`config.mk`:
```
export PLATFORM = sky130hd
export DESIGN_NAME = ptp_ts_capture_fifo_flat
export DESIGN_NICKNAME = d
export VERILOG_FILES = /design/src/rtl/ptp_ts_capture_fifo_if.sv /design/src/rtl/ptp_ts_capture_fifo.sv /design/src/flat_wrapper.sv
export SDC_FILE = /design/constraint.sdc
export NUM_CORES = 1
export LEC_CHECK = 0
export ABC_AREA = 1
export CORE_MARGIN = 5
export CORE_UTILIZATION = 40
export CTS_CLUSTER_DIAMETER = 100
export DETAILED_ROUTE_END_ITERATION = 6
export PLACE_DENSITY_LB_ADDON = 0.1
export SLEW_MARGIN = 20
export SYNTH_ARGS = -nofsm -noshare
export SYNTH_HDL_FRONTEND = slang
export SYNTH_SLANG_ARGS = --single-unit
```
`constraint.sdc`:
```
create_clock -name rx_clk -period 10.1 [get_ports rx_clk]
set_input_delay 1.01 -clock rx_clk [delete_from_list [all_inputs] [get_ports rx_clk]]
set_output_delay 1.01 -clock rx_clk [all_outputs]
set_load 0.1 [all_outputs]
```
`src/rtl/ptp_ts_capture_fifo_if.sv`:
```
// ptp_ts_capture_fifo_if: timestamp FIFO read port (head entry, occupancy, pop).
interface ptp_ts_capture_fifo_if #(
    parameter int AW = 2
) ();
    logic          ts_pop_i;
    logic          ts_valid_o;
    logic [79:0]   ts_std_o;
    logic [15:0]   ts_fns_o;
    logic [15:0]   ts_seq_o;
    logic [AW:0]   ts_count_o;
    modport master (
        input  ts_pop_i,
        output ts_valid_o, ts_std_o, ts_fns_o, ts_seq_o, ts_count_o
    );
    modport slave (
        output ts_pop_i,
        input  ts_valid_o, ts_std_o, ts_fns_o, ts_seq_o, ts_count_o
    );
endinterface

```
`src/rtl/ptp_ts_capture_fifo.sv`:
```
// ptp_ts_capture_fifo: XGMII pass-through with PTPv2 start-of-frame timestamp capture into a tagged FIFO.
module ptp_ts_capture_fifo #(
    parameter int          DW            = 64,
    parameter int          CW            = DW / 8,
    parameter int          DEPTH         = 4,
    parameter int          AW            = $clog2(DEPTH),
    parameter int          LANE4_OFS_NS  = 3,
    parameter logic [15:0] LANE4_OFS_FNS = 16'd13107
) (
    input  logic                  rx_clk,
    input  logic                  rx_rst_n,
    input  logic                  clk_en_i,
    input  logic                  dis_ptpv2_i,
    input  logic [DW-1:0]         xgmii_d_i,
    input  logic [CW-1:0]         xgmii_c_i,
    output logic [DW-1:0]         xgmii_d_o,
    output logic [CW-1:0]         xgmii_c_o,
    input  logic [79:0]           rtc_std_i,
    input  logic [15:0]           rtc_fns_i,
    ptp_ts_capture_fifo_if.master ts_if,
    output logic [7:0]            ovf_cnt_o,
    output logic                  int_o
);
    localparam logic [0:0]  S_IDLE     = 1'b0;
    localparam logic [0:0]  S_IN_FRAME = 1'b1;
    localparam logic [32:0] NS_MAX     = 33'd1_000_000_000;
    localparam logic [AW:0] FULL       = (AW + 1)'(DEPTH);

    logic [DW-1:0]  r_d;
    logic [CW-1:0]  r_c;
    logic [0:0]     r_state;
    logic [15:0]    r_seq;
    logic           r_cap_v;
    logic [79:0]    r_cap_std;
    logic [15:0]    r_cap_fns;
    logic [15:0]    r_cap_seq;
    logic [111:0]   r_mem [DEPTH];
    logic [AW-1:0]  r_wp, r_rp;
    logic [AW:0]    r_count;
    logic [7:0]     r_ovf;
    logic           r_int;

    logic           w_sof0, w_sof4, w_sof, w_lane4, w_term, w_cap;
    logic           w_push, w_pop, w_full, w_wr, w_valid, w_wrap;
    logic [16:0]    w_fns_sum;
    logic [32:0]    w_ns_sum;
    logic [79:0]    w_cap_std;

    assign w_sof0 = xgmii_c_i[0] && xgmii_d_i[7:0] == 8'hFB;

    generate
        if (DW == 64) begin : g_lane4
            assign w_sof4 = xgmii_c_i[4] && xgmii_d_i[39:32] == 8'hFB;
        end else begin : g_no_lane4
            assign w_sof4 = 1'b0;
        end
    endgenerate

    assign w_sof   = w_sof0 || w_sof4;
    assign w_lane4 = w_sof4 && !w_sof0;
    assign w_cap   = clk_en_i && w_sof && !dis_ptpv2_i;

    always_comb begin
        w_term = 1'b0;
        for (int i = 0; i < CW; i++)
            w_term = w_term || (xgmii_c_i[i] && (xgmii_d_i[8*i +: 8] == 8'hFD || xgmii_d_i[8*i +: 8] == 8'hFE));
    end

    // A lane-4 start arrives 4 byte times after lane 0, so its RTC sample is pushed forward.
    assign w_fns_sum = {1'b0, rtc_fns_i} + {1'b0, LANE4_OFS_FNS};
    assign w_ns_sum  = {1'b0, rtc_std_i[31:0]} + 33'(LANE4_OFS_NS) + {32'd0, w_fns_sum[16]};
    assign w_wrap    = w_ns_sum >= NS_MAX;
    assign w_cap_std = w_lane4 ? {rtc_std_i[79:32] + 48'(w_wrap), w_wrap ? 32'(w_ns_sum - NS_MAX) : w_ns_sum[31:0]}
                               : rtc_std_i;

    always_ff @(posedge rx_clk or negedge rx_rst_n) begin
        if (!rx_rst_n) begin
            r_d       <= {CW{8'h07}};
            r_c       <= '1;
            r_state   <= S_IDLE;
            r_seq     <= '0;
            r_cap_v   <= 1'b0;
            r_cap_std <= '0;
            r_cap_fns <= '0;
            r_cap_seq <= '0;
        end else if (clk_en_i) begin
            r_d     <= xgmii_d_i;
            r_c     <= xgmii_c_i;
            r_state <= w_sof ? S_IN_FRAME : (w_term ? S_IDLE : r_state);
            r_cap_v <= w_cap;
            if (w_cap) begin
                r_seq     <= r_seq + 16'd1;
                r_cap_std <= w_cap_std;
                r_cap_fns <= w_lane4 ? w_fns_sum[15:0] : rtc_fns_i;
                r_cap_seq <= r_seq;
            end
        end
    end

    // Pop is not qualified by clk_en_i; a push while full only lands if a pop frees the slot.
    assign w_valid = |r_count;
    assign w_full  = r_count == FULL;
    assign w_push  = clk_en_i && r_cap_v;
    assign w_pop   = ts_if.ts_pop_i && w_valid;
    assign w_wr    = w_push && (!w_full || w_pop);

    always_ff @(posedge rx_clk) begin
        if (w_wr)
            r_mem[r_wp] <= {r_cap_std, r_cap_fns, r_cap_seq};
    end

    always_ff @(posedge rx_clk or negedge rx_rst_n) begin
        if (!rx_rst_n) begin
            r_wp    <= '0;
            r_rp    <= '0;
            r_count <= '0;
            r_ovf   <= '0;
            r_int   <= 1'b0;
        end else begin
            if (w_wr)
                r_wp <= r_wp + AW'(1);
            if (w_pop)
                r_rp <= r_rp + AW'(1);
            r_count <= r_count + (AW + 1)'(w_wr) - (AW + 1)'(w_pop);
            if (w_push && w_full && !w_pop && r_ovf != 8'hFF)
                r_ovf <= r_ovf + 8'd1;
            r_int <= w_valid;
        end
    end

    assign xgmii_d_o        = r_d;
    assign xgmii_c_o        = r_c;
    assign ts_if.ts_valid_o = w_valid;
    assign ts_if.ts_count_o = r_count;
    assign {ts_if.ts_std_o, ts_if.ts_fns_o, ts_if.ts_seq_o} = w_valid ? r_mem[r_rp] : '0;
    assign ovf_cnt_o        = r_ovf;
    assign int_o            = r_int;
endmodule

```
`src/flat_wrapper.sv`:
```
// flat-port wrapper written by rule: the top's interface ports become plain ports
module ptp_ts_capture_fifo_flat 
#(
    parameter int          DW            = 64,
    parameter int          CW            = DW / 8,
    parameter int          DEPTH         = 4,
    parameter int          AW            = $clog2(DEPTH),
    parameter int          LANE4_OFS_NS  = 3,
    parameter logic [15:0] LANE4_OFS_FNS = 16'd13107
)
  (rx_clk, rx_rst_n, clk_en_i, dis_ptpv2_i, xgmii_d_i, xgmii_c_i, xgmii_d_o, xgmii_c_o, rtc_std_i, rtc_fns_i, ovf_cnt_o, int_o, ts_if_ts_pop_i, ts_if_ts_valid_o, ts_if_ts_std_o, ts_if_ts_fns_o, ts_if_ts_seq_o, ts_if_ts_count_o);
  ptp_ts_capture_fifo_if #(.AW(AW)) ts_if_i ();
  input  logic rx_clk;
  input  logic rx_rst_n;
  input  logic clk_en_i;
  input  logic dis_ptpv2_i;
  input  logic [DW-1:0] xgmii_d_i;
  input  logic [CW-1:0] xgmii_c_i;
  output logic [DW-1:0] xgmii_d_o;
  output logic [CW-1:0] xgmii_c_o;
  input  logic [79:0] rtc_std_i;
  input  logic [15:0] rtc_fns_i;
  output logic [7:0] ovf_cnt_o;
  output logic int_o;
  input wire logic [$bits(ts_if_i.ts_pop_i)-1:0] ts_if_ts_pop_i;
  output wire logic [$bits(ts_if_i.ts_valid_o)-1:0] ts_if_ts_valid_o;
  output wire logic [$bits(ts_if_i.ts_std_o)-1:0] ts_if_ts_std_o;
  output wire logic [$bits(ts_if_i.ts_fns_o)-1:0] ts_if_ts_fns_o;
  output wire logic [$bits(ts_if_i.ts_seq_o)-1:0] ts_if_ts_seq_o;
  output wire logic [$bits(ts_if_i.ts_count_o)-1:0] ts_if_ts_count_o;
  assign ts_if_i.ts_pop_i = ts_if_ts_pop_i;
  assign ts_if_ts_valid_o = ts_if_i.ts_valid_o;
  assign ts_if_ts_std_o = ts_if_i.ts_std_o;
  assign ts_if_ts_fns_o = ts_if_i.ts_fns_o;
  assign ts_if_ts_seq_o = ts_if_i.ts_seq_o;
  assign ts_if_ts_count_o = ts_if_i.ts_count_o;
  ptp_ts_capture_fifo #(.DW(DW), .CW(CW), .DEPTH(DEPTH), .AW(AW), .LANE4_OFS_NS(LANE4_OFS_NS), .LANE4_OFS_FNS(LANE4_OFS_FNS)) u_core (.rx_clk(rx_clk), .rx_rst_n(rx_rst_n), .clk_en_i(clk_en_i), .dis_ptpv2_i(dis_ptpv2_i), .xgmii_d_i(xgmii_d_i), .xgmii_c_i(xgmii_c_i), .xgmii_d_o(xgmii_d_o), .xgmii_c_o(xgmii_c_o), .rtc_std_i(rtc_std_i), .rtc_fns_i(rtc_fns_i), .ts_if(ts_if_i), .ovf_cnt_o(ovf_cnt_o), .int_o(int_o));
endmodule
```
==> results_dict.tcl <==
set metrics [dict create \
    layout-drive-gt1-share_pct 6.09 \
    hold_buffers 0 \
    die_w_um 286 \
    firstDrtPassIters 5 \
    htree_levels 3 \
    async_flop_share_pct 32.6 \
    setup_ws_ns 2.60 \
    cts_root_buffer "clkbuf_16" \
    max_clock_freq_mhz 133 \
    path_max_fanout 40 \
    routedWlPerCell_um 20.1 \
    grt_usage_pct 22.2 \
    drv_slew 0 \
    r2r_cells 10 \
    overflow 0 \
    power_density_nw_per_um2 297 \
    synthTopCellsByCount "nand2_1, nor2_1, edfxtp_1" \
    die-height_um 286 \
    synth_most_common_cell "nand2_1" \
    first_global_vias 23800 \
    period_minus_slack_ns 7.50 \
    drtIter0Drc 1565 \
    core_area_um2 75700 \
    yosys.area_share.simple_pct 22.4 \
    hold_path.class "in -> async" \
    cp_slowest_cell "clkdlybuf4s50_1" \
    fin_tns_setup_ns 0 \
    timing.rr.start "u_core.ts_if.ts_count_o[1]$_DFF_PN0_" \
    clock-sinks 665 \
    cts_setup_buffers 0 \
    ys_warn_count 0 \
    synth_cells 3246 \
    final_hold_viol_count 0 \
    fin_skew_ns 0.0299 \
    multi_input_area_um2 10300 \
    netlist_top_cells_area "edfxtp_1, dfrtp_1, nand2_1, nor2_1, o21ai_0" \
    critPathBufInv 4 \
    synth_seq_cells 665 \
    end_kind "register" \
    critPathKind "in -> reg" \
    cts_buffers 72 \
    fin_crit_sh_pct 74.3 \
    io_buffers 369 \
    synth_top_family_by_area "simple AND/OR/NAND/NOR gates" \
    hpwl_um 61600 \
    leakage_nw 15.1 \
    place_congestion 0.883 \
    status "complete, no violations" \
    avgSynthCellArea_um2 9.36 \
    grt_pass1_wl_um 141000 \
    yosys-mux-area-fraction_pct 0 \
    synth_edf_count 448 \
    ys.flop_type "edfxtp_1" \
    syn_nets 3434 \
    rrSetupSlack_ns 6.43 \
    synth_compound_area_share_pct 8.01 \
    drc_errors 0 \
    nNetsFinal 3757 \
    dieArea_um2 81600 \
    synth_area_um2 30400 \
    ios 370 \
    area_growth_pct 22.9 \
    grt_max_degree 144 \
    clk-insertion-delay-late_ns 0.62 \
    cts_tree "done" \
    synth_top_area_share_pct 44.3 \
    ys_types 42 \
    clockBufferDepth 3 \
    max_stage_delay_ns 0.51 \
    rows 101 \
    tightest_slew_ns 1.17 \
    detail-route-antenna-nets 0 \
    yosysSeqAreaShare_pct 62.3 \
    regArea_um2 18900 \
    maxCapViolations 0 \
    synth-adder-area-share_pct 0.642 \
    pre_cts_ws_ns 1.95 \
    rsz0062_at_grt "false" \
    r2r-end "u_core.ts_if.ts_count_o[2]$_DFF_PN0_" \
    antenna_found_initial 1 \
    ctsResizeCount 0 \
    cp-start-kind "input pin" \
    synth_xor_area_share_pct 2.76 \
    setup_viol 0 \
    cp.arrival_ns 7.97 \
    synth.largest_area_cell "edfxtp_1" \
    wl_um 92700 \
    relSlewSlack_pct 21.5 \
    final.fill_count 6989 \
    cp_top_family "simple AND/OR/NAND/NOR gates" \
    clk_pin_slew_ns 0.06 \
    vias 23700 \
    irDropWorstVdd_v 0.000362 \
    initial_core_util_pct 40.2 \
    via_per_inst 5.14 \
    required_ns 10.57 \
]
how the worst max path moves through the flow:
stage	startpoint	depth (start not counted)	slack, ns	endpoint
6_report	rtc_fns_i[1]	34	2.60	u_core.r_cap_std[46]$_DFFE_PN0P_
4_1_cts	rtc_fns_i[1]	34	2.56	u_core.r_cap_std[46]$_DFFE_PN0P_
3_5_place_dp	rtc_fns_i[1]	34	1.95	u_core.r_cap_std[46]$_DFFE_PN0P_
5_1_grt	rtc_fns_i[1]	34	2.00	u_core.r_cap_std[46]$_DFFE_PN0P_
2_1_floorplan	clk_en_i	5	3.21	u_core.r_mem[0][0]$_DFFE_PP_
3_3_place_gp	rtc_fns_i[0]	34	2.05	u_core.r_cap_std[46]$_DFFE_PN0P_
area by class of cell:
class | instances | area share, %
clock inverters | 33 | 0.941
diodes | 1 | 0.00670
repair buffers | 395 | 10.4
clock buffers | 98 | 5.38
flip-flops and latches | 665 | 50.7
inverters | 161 | 1.64
multi-input cells | 2274 | 27.7
well taps | 978 | 3.28
per-stage QoR:
step           cells  hold slack [ns]  utilization (%)  power (mW)  instance area, um^2
2_1_floorplan   3246            0.442                -        7.13                30400
3_3_place_gp    4473            0.450             46.2        8.55                35000
3_5_place_dp    4473            0.453             46.2        8.57                35000
4_1_cts         4604            0.288             49.4        11.2                37400
5_1_grt         4604            0.319             49.4        11.6                37400
6_report        4605            0.296             49.4        11.1                37400
per-layer routing:
metal	track usage, %	wire length (um)
met5	0	0
met4	4.99	1690
met3	4.91	6070
met2	37.7	45100
met1	29.5	39900
registers in the layout, summed over array words and instances, names as in the netlist:
| register | count |
|---|---|
| u_core.r_mem | 448 |
| u_core.r_cap_std | 80 |
| u_core.xgmii_d_o | 64 |
| u_core.r_cap_fns | 16 |
| u_core.r_cap_seq | 16 |
| u_core.r_seq | 16 |
| u_core.ovf_cnt_o | 8 |
| u_core.xgmii_c_o | 8 |
| u_core.ts_if.ts_count_o | 3 |
| u_core.r_rp | 2 |
| u_core.r_wp | 2 |
| u_core.int_o | 1 |
| u_core.r_cap_v | 1 |
report_power, final:
part	total (mW)	internal [mW]	switching, mW
registers	3.12	2.97	0.146
logic	5.36	1.14	4.23
clock network	2.62	1.54	1.08
logic make-up after synthesis:
logic type,count (synthesis)
and+or+nand+nor,1687
DFF,665
AOI/OAI and AO/OA,477
buffers and inverters,307
xor gates and xnor gates,95
adders and majority gates,15
layout by cell type (no fill, tap or decap), drive strengths merged, types with 14 or more instances in the layout:
cell / n
edfxtp: 448
buf: 28
dfrtp: 185
nor3: 33
ha: 14
inv: 163
clkdlybuf4s50: 367
nor2: 671
nand4: 19
clkinv: 22
nand2: 821
dfstp: 32
clkbuf: 98
xor2: 67
o21ai: 293
xnor2: 28
a21oi: 155
nand3: 129
a31oi: 20
(Power assumes the default switching activity.)
